## config.mk

```make
export PLATFORM = sky130hd
export DESIGN_NAME = button_conditioner
export DESIGN_NICKNAME = d
export VERILOG_FILES = /design/src/rtl/button_pkg.sv /design/src/rtl/button_channel.sv /design/src/rtl/button_conditioner.sv
export SDC_FILE = /design/constraint.sdc
export NUM_CORES = 1
export LEC_CHECK = 0
export ABC_AREA = 1
export CORE_ASPECT_RATIO = 0.75
export CORE_MARGIN = 5
export CORE_UTILIZATION = 45
export DETAILED_ROUTE_END_ITERATION = 10
export SLEW_MARGIN = 20
export SYNTH_ARGS = -nofsm -noshare
export SYNTH_HDL_FRONTEND = slang
export SYNTH_HIERARCHICAL = 1
export SYNTH_SLANG_ARGS = --single-unit
```

## constraint.sdc

```tcl
create_clock -name clk -period 1.75 [get_ports clk]
set_clock_uncertainty 0.1 [all_clocks]
set_input_delay 0.175 -clock clk [delete_from_list [all_inputs] [get_ports clk]]
set_output_delay 0.175 -clock clk [all_outputs]
set_load 0.005 [all_outputs]
```

## src/rtl/button_pkg.sv

```systemverilog
// ============================================================================
// Module  : button_pkg
// Purpose : Shared constants, repeat-state encoding and width helper for the
//           button conditioner.
// Revision: 1.0 - initial release
// ============================================================================
`default_nettype none

package button_pkg;

  localparam int EDGE_RISE = 0;
  localparam int EDGE_FALL = 1;
  localparam int EDGE_BOTH = 2;

  typedef enum logic [1:0] {
    RPT_IDLE   = 2'd0,
    RPT_HOLD   = 2'd1,
    RPT_REPEAT = 2'd2
  } rpt_state_t;

  // Bits needed to represent values 0..value-1; used for counter sizing.
  function automatic int clog2(input int value);
    int r;
    r = 0;
    while ((1 << r) < value) begin
      r = r + 1;
    end
    return r;
  endfunction

endpackage

`default_nettype wire

```

## src/rtl/button_channel.sv

```systemverilog
// ============================================================================
// Module  : button_channel
// Purpose : One button channel: 2-flop synchronizer, debounce counter, edge
//           pulses and hold-to-repeat state machine.
// Revision: 1.0 - initial release
// ============================================================================
`default_nettype none

module button_channel
  import button_pkg::*;
#(
  parameter int DEB_CYCLES    = 250000,
  parameter int EDGE_MODE     = 0,
  parameter int REPEAT_DELAY  = 0,
  parameter int REPEAT_PERIOD = 1
) (
  input  logic clk,
  input  logic rst_n,
  input  logic i_signal,
  output logic o_level,
  output logic o_rise,
  output logic o_fall,
  output logic o_pulse
);

  localparam int DEB_W   = clog2(DEB_CYCLES + 1);
  localparam int RPT_MAX = (REPEAT_DELAY > REPEAT_PERIOD) ? REPEAT_DELAY : REPEAT_PERIOD;
  localparam int RPT_W   = clog2(RPT_MAX + 1);

  localparam logic [DEB_W-1:0] c_DEB_LAST = DEB_W'(DEB_CYCLES - 1);
  localparam logic [RPT_W-1:0] c_DLY_LAST = RPT_W'(REPEAT_DELAY - 1);
  localparam logic [RPT_W-1:0] c_PER_LAST = RPT_W'(REPEAT_PERIOD - 1);
  localparam logic [RPT_W-1:0] c_RPT_SAT  = {RPT_W{1'b1}};

  logic             r_meta;
  logic             r_sync;
  logic [DEB_W-1:0] r_deb_cnt;
  logic             r_level;
  logic             r_rise;
  logic             r_fall;
  logic             r_pulse;
  rpt_state_t       r_state;
  logic [RPT_W-1:0] r_rcnt;

  logic             w_differ;
  logic             w_settle;
  logic             w_rise_evt;
  logic             w_fall_evt;
  logic             w_edge_evt;
  logic             w_rpt_evt;
  logic [RPT_W-1:0] w_rcnt_inc;
  logic [RPT_W-1:0] w_rcnt_nxt;
  rpt_state_t       w_state_nxt;

  always_ff @(posedge clk or negedge rst_n) begin
    if (!rst_n) begin
      r_meta <= 1'b0;
      r_sync <= 1'b0;
    end else begin
      r_meta <= i_signal;
      r_sync <= r_meta;
    end
  end

  // The level only flips on the cycle the counter has seen DEB_CYCLES
  // consecutive mismatches; any agreement in between restarts the count.
  assign w_differ   = (r_sync != r_level);
  assign w_settle   = w_differ && (r_deb_cnt == c_DEB_LAST);
  assign w_rise_evt = w_settle && r_sync;
  assign w_fall_evt = w_settle && !r_sync;

  always_comb begin
    w_edge_evt = w_rise_evt;
    case (EDGE_MODE)
      EDGE_FALL: w_edge_evt = w_fall_evt;
      EDGE_BOTH: w_edge_evt = w_rise_evt | w_fall_evt;
      default:   w_edge_evt = w_rise_evt;
    endcase
  end

  always_ff @(posedge clk or negedge rst_n) begin
    if (!rst_n) begin
      r_deb_cnt <= '0;
      r_level   <= 1'b0;
      r_rise    <= 1'b0;
      r_fall    <= 1'b0;
      r_pulse   <= 1'b0;
    end else begin
      if (!w_differ || w_settle) begin
        r_deb_cnt <= '0;
      end else begin
        r_deb_cnt <= r_deb_cnt + DEB_W'(1);
      end
      if (w_settle) begin
        r_level <= r_sync;
      end
      r_rise  <= w_rise_evt;
      r_fall  <= w_fall_evt;
      r_pulse <= w_edge_evt | w_rpt_evt;
    end
  end

  assign w_rcnt_inc = (r_rcnt == c_RPT_SAT) ? r_rcnt : (r_rcnt + RPT_W'(1));

  always_ff @(posedge clk or negedge rst_n) begin
    if (!rst_n) begin
      r_state <= RPT_IDLE;
      r_rcnt  <= '0;
    end else begin
      r_state <= w_state_nxt;
      r_rcnt  <= w_rcnt_nxt;
    end
  end

  // A release always wins over a due repeat so no pulse leaks out on the
  // cycle the button is seen released.
  always_comb begin
    w_state_nxt = r_state;
    w_rcnt_nxt  = r_rcnt;
    w_rpt_evt   = 1'b0;
    case (r_state)
      RPT_IDLE: begin
        if (w_rise_evt && (REPEAT_DELAY > 0)) begin
          w_state_nxt = RPT_HOLD;
          w_rcnt_nxt  = '0;
        end
      end
      RPT_HOLD: begin
        if (w_fall_evt) begin
          w_state_nxt = RPT_IDLE;
          w_rcnt_nxt  = '0;
        end else if (r_rcnt == c_DLY_LAST) begin
          w_state_nxt = RPT_REPEAT;
          w_rcnt_nxt  = '0;
          w_rpt_evt   = 1'b1;
        end else begin
          w_rcnt_nxt  = w_rcnt_inc;
        end
      end
      RPT_REPEAT: begin
        if (w_fall_evt) begin
          w_state_nxt = RPT_IDLE;
          w_rcnt_nxt  = '0;
        end else if (r_rcnt == c_PER_LAST) begin
          w_rcnt_nxt  = '0;
          w_rpt_evt   = 1'b1;
        end else begin
          w_rcnt_nxt  = w_rcnt_inc;
        end
      end
      default: begin
        w_state_nxt = RPT_IDLE;
        w_rcnt_nxt  = '0;
      end
    endcase
  end

  assign o_level = r_level;
  assign o_rise  = r_rise;
  assign o_fall  = r_fall;
  assign o_pulse = r_pulse;

endmodule

`default_nettype wire

```

## src/rtl/button_conditioner.sv

```systemverilog
// ============================================================================
// Module  : button_conditioner
// Purpose : N_CH independent debounced button channels with edge pulses and
//           optional auto-repeat.
// Revision: 1.0 - initial release
// ============================================================================
`default_nettype none

module button_conditioner
  import button_pkg::*;
#(
  parameter int N_CH          = 4,
  parameter int DEB_CYCLES    = 250000,
  parameter int EDGE_MODE     = 0,
  parameter int REPEAT_DELAY  = 0,
  parameter int REPEAT_PERIOD = 1
) (
  input  logic            clk,
  input  logic            rst_n,
  input  logic [N_CH-1:0] signal,
  output logic [N_CH-1:0] level,
  output logic [N_CH-1:0] rise,
  output logic [N_CH-1:0] fall,
  output logic [N_CH-1:0] pulse
);

  for (genvar g = 0; g < N_CH; g++) begin : g_ch
    button_channel #(
      .DEB_CYCLES    (DEB_CYCLES),
      .EDGE_MODE     (EDGE_MODE),
      .REPEAT_DELAY  (REPEAT_DELAY),
      .REPEAT_PERIOD (REPEAT_PERIOD)
    ) u_channel (
      .clk      (clk),
      .rst_n    (rst_n),
      .i_signal (signal[g]),
      .o_level  (level[g]),
      .o_rise   (rise[g]),
      .o_fall   (fall[g]),
      .o_pulse  (pulse[g])
    );
  end

endmodule

`default_nettype wire

```

; ---- After elaboration in Yosys (flattened, before gate mapping)
; Index checks and enable logic that the tools add are counted.
[totals]
reg_bits = 108
out_inout_bits = 16
[classes]
n_eq_ne = 24
add_sub_neg = 8
n_mux = 64
reduce_logical = 32
bitwise = 8
[ops]
columns = op, count
row1 = "18-bit by 1-bit adder with 18-bit output, second input constant", 4
row2 = "18-bit == test, second input constant", 4
row3 = 18-bit two-way mux, 4
row4 = 1-bit two-way mux, 36
row5 = 2-bit two-way mux, 12
row6 = 2-bit case mux with 3 select lines, 4
row7 = 1-bit logical AND, 12
row8 = "3-bit by 1-bit inequality test with 1-bit output, second input constant", 4
row9 = 1-bit case mux with 3 select lines, 4
row10 = 3-bit AND reduction, 4
row11 = "2-bit by 1-bit == test with 1-bit output, second input constant", 4
row12 = "2-bit == test, second input constant", 4
row13 = 1-bit logical NOT, 8
row14 = 2-bit logical NOT, 4
row15 = "2-bit by 1-bit inequality test with 1-bit output, second input constant", 4
row16 = 1-bit case mux with 2 select lines, 4
row17 = "1-bit adder, second input constant", 4
row18 = 1-bit logical OR, 4
row19 = 1-bit inequality test, 4
row20 = 1-bit inverter, 4
row21 = 1-bit OR, 4

; ---- Longest topological paths before layout
; Gate-level depths: netlist of run 1.
[depth]
ltp_word = 6
mapped_depth = 9

; ---- By module
; The synthesis of run 1 kept the hierarchy.
[modules_own_cells]
columns = module, cells_per_inst, area_each_um2, instances
row1 = button_channel at g_ch[0].u_channel ..., 158, 1298.7, 2
row2 = button_channel at g_ch[1].u_channel, 158, 1318.8, 1
row3 = button_channel at g_ch[3].u_channel, 157, 1280.0, 1

; ---- Worst setup path after synthesis of run 1
; Ideal clock, no wire load.
[synth_path]
path_kind = register -> register
from = register g_ch[0].u_channel.r_deb_cnt[0]
to = register g_ch[0].u_channel.r_deb_cnt[14]
stages_incl_launch_ff = 8
slack_ns = 0.315
arrival_ns = 1.220
setup_time_ns = 0.115
t_required_ns = 1.535
path_cell_list = dfrtp_1 -> ha_1 -> nand3_2 -> nor2_1 -> nand2_2 -> nand2_4 -> buf_12 -> nor2_2
[synth_via]
elab_chain_cells = 4
elab_cells_between_ends = 5
cone_classes = add/sub: 1 / eq/ne: 1 / mux: 1 / reduce/logical: 2
[synth_lines]
columns = element, line_no
row1 = from (decl), button_channel.sv:37  ; logic [DEB_W-1:0] r_deb_cnt;
row2 = from (signal assigned), button_channel.sv:92  ; r_deb_cnt <= r_deb_cnt + DEB_W'(1);
row3 = branches (longest 3 deep; another with 18-bit by 1-bit adder with 18-bit output), n/a
row4 = 18-bit two-way mux (*), button_channel.sv:89  ; if (!w_differ || w_settle) begin
; Every way passes the cells marked *.
; A chain may end at the register's enable or synchronous reset.

; ---- Worst setup path in the final report of run 1
[layout_path]
from = register g_ch[2].u_channel.r_deb_cnt[0]
to = register g_ch[2].u_channel.r_deb_cnt[10]
[layout_via]
elab_chain_cells = 4
elab_cells_between_ends = 5
cone_classes = add/sub: 1 / eq/ne: 1 / mux: 1 / reduce/logical: 2
[layout_lines]
columns = element, line_no
row1 = from (decl), button_channel.sv:37
row2 = from (signal assigned), button_channel.sv:92
row3 = branches (longest 3 deep; another with 18-bit by 1-bit adder with 18-bit output), n/a
row4 = 18-bit two-way mux (*), button_channel.sv:89
; Marked as above.

==> flow_summary.ini, run 1 <==
[synth]
yosysMostFrequentCell = nand2_1
netlist_top_cells_area = dfrtp_1, nand2_1, nor2_2, nor2_1, xor2_1
syn_inst = 631
syn_area_um2 = 5200
netlist.area_leader.share = 0.443
synthFlopType = dfrtp_1
synth_area_leader_cell = dfrtp_1
synth_cell_types = 28
ys_ff_latch = 92
syn_avg_cell_area_um2 = 8.23
synth-warning-count = 6
syn_nets = 641
ys_seq_area_frac = 0.443
synthArstFlopShare = 1.00
ys_top_cells_by_count = nand2_1, nor2_1, dfrtp_1
synth_edf_count = 0

[grt]
overflow = 0
grt_pass1_wl_um = 16900
grt_pass1_vias = 3645
antenna_found_initial = 0
grt_usage = 0.150
grt_max_degree = 93

[routing]
drt-vias-per-instance = 4.90
vias = 3907
drtAntennaViolNets = 0
drtIter0Drc = 263
first_pass_iters = 4
wl_per_cell_um = 12.1
drc = 0
routed_wl_um = 9650

[critical_path]
cp.arrival_ns = 1.74
crit_chain = ha_1, nand2_2, nor2_4, nand2_2, nor2_1, nand3_1, nand2_1, nor2_1
crit_family = simple AND/OR/NAND/NOR gates
cp_max_fo = 5
crit_path_max_incr_delay_ns = 0.42
path_class = register to register
critPathBufInv = 0
crit_path_end_kind = register
cp.required_ns = 1.87
critPathLaunchType = register
cpMaxStageDelayCell = dfrtp_1

[clocking]
clkTransAtPathRegs_ns = 0.06
clock_sinks = 92
h-tree-depth = 3
cts_resized = 0
worst_skew_pair.late_latency_ns = 0.35
tritoncts = yes
ctsLongestPathBuffers = 2
root_buffer = clkbuf_16
numCtsBuffers = 9

[final_layout]
fin_nets = 659
n_antenna_cell = 0
syn_to_final_growth_pct = 10.1
multi_input_area_um2 = 2480
final_core_util = 0.500
drive_above_1_share = 0.183
ff_latch_area_um2 = 2300
fill_cells = 1115

[outcome]
status = complete, no violations

[sta]
finalCriticalPeriod_ns = 1.62
slew_violations = 0
max_freq_ghz = 0.617
worstMarginPinSlew_ns = 0.492
setup_tns_ns = 0
finalCritPeriodShare = 0.926
hold_viol = 0
rsz0062_at_grt = no
relSlewSlack = 0.672
worst_hold_slack_ns = 0.179
finalSetupViolations = 0

[pwr]
peakVddDrop_mv = 0.486
total_leakage_power_nw = 2.27
powerDensity_nw_per_um2 = 743

[floorplanning]
rows = 34
dieArea_um2 = 13800
die_h_um = 103
io_pins = 22
core_area_um2 = 11400
die_w_um = 134
initial_core_util = 0.454

[flow_run]
cap_violations = 0

[placement]
numPortBuffers = 21
dp_hpwl_um = 6670
gp_congestion = 0.839

[hold_path]
hold_path_class = input port to register
==> per-layer routing <==
layer / track usage / routed length [µm] / vias up
met5: 0 / 0 / -
met4: 0.0407 / 72 / 0
met3: 0.0429 / 369 / 10
met2: 0.231 / 4230 / 55
met1: 0.211 / 4990 / 1818
li1: - / - / 2024
==> where the power goes <==
group          internal (mW)  total [mW]  switching (mW)
Combinational         0.0536       0.172           0.118
Clock                   1.08        1.89           0.815
Sequential              2.16        2.19          0.0298
Total                   3.29        4.25           0.962
==> cells by family after synthesis <==
group,share of synthesized area
flip-flops,0.443
adder cells (fa/ha/maj),0.00963
AND/OR/NAND/NOR,0.386
AO/OA/AOI/OAI,0.0270
XOR/XNOR,0.0539
buffers and inverters,0.0799
==> worst register-to-register path: stages, from the launching register on <==
cell and delay, ns:
dfrtp_1 0.42, ha_1 0.27, nand2_2 0.12, nor2_4 0.13
nand2_2 0.11, nor2_1 0.16, nand3_1 0.09, nand2_1 0.07
nor2_1 0.04
==> cell usage in the layout, fill, tap and decap left out, types with 15 or more instances in the layout <==
master,netlist,routed
inv_1,53,53
nand3_1,35,35
dfrtp_1,92,92
nor2_2,61,61
nand2_2,15,15
nand2_1,136,136
clkdlybuf4s50_1,0,20
nand4_1,32,32
nor2_1,94,94
xor2_1,24,24
==> area by class of cell <==
cell class,instances,share of cell area
Tap cell,144,0.0315
Multi-Input combinational cell,462,0.433
Timing Repair Buffer,23,0.0416
Sequential cell,92,0.403
Clock buffer,13,0.0473
Inverter,61,0.0403
Clock inverter,3,0.00350
==> path summary, 6_finish.rpt <==
check,start,end,slack (ns),cells past startpoint
worst max-delay path,g_ch[2].u_channel/r_deb_cnt[0],g_ch[2].u_channel/r_deb_cnt[10],0.13,8
worst min register to register,g_ch[1].u_channel/r_meta,g_ch[1].u_channel/r_sync,0.25,0
worst max register to register,g_ch[2].u_channel/r_deb_cnt[0],g_ch[2].u_channel/r_deb_cnt[10],0.13,8
min in group asynchronous,rst_n,g_ch[2].u_channel/r_sync,0.32,3
worst min-delay path,signal[0],g_ch[0].u_channel/r_meta,0.18,1
max in group asynchronous,rst_n,g_ch[3].u_channel/r_deb_cnt[14],0.86,3
==> timing repair <==
action / CTS / global route
hold buffers: 1 / 0
hold endpoints to repair: 92 / 0
buffers inserted: 0 / 0
==> registers in the layout, summed over array words and instances, names as in the netlist <==
name and cells:
g_ch.u_channel/o_level 4, g_ch.u_channel/r_sync 4, g_ch.u_channel/o_pulse 4, g_ch.u_channel/o_fall 4, g_ch.u_channel/r_meta 4, g_ch.u_channel/r_deb_cnt 72
==> through the flow <==
stage	setup slack (ns)	cell area, µm²	total power, mW	std cells
after global routing	0.00587	5720	4.45	798
after floorplan	0.315	5200	2.34	631
final	0.129	5720	4.25	798
after global placement	0.161	5420	2.40	781
after CTS	0.134	5720	4.33	798
after detailed placement	0.141	5420	2.40	781
(Power assumes the default switching activity.)
==> run 2, diff against run 1 <==
CTS_CLUSTER_SIZE = 20   (was default)
SLEW_MARGIN = default   (was 20)
==> results of run 2 <==
Same layout as run 1: the final DEF is identical, and so are final timing and power.
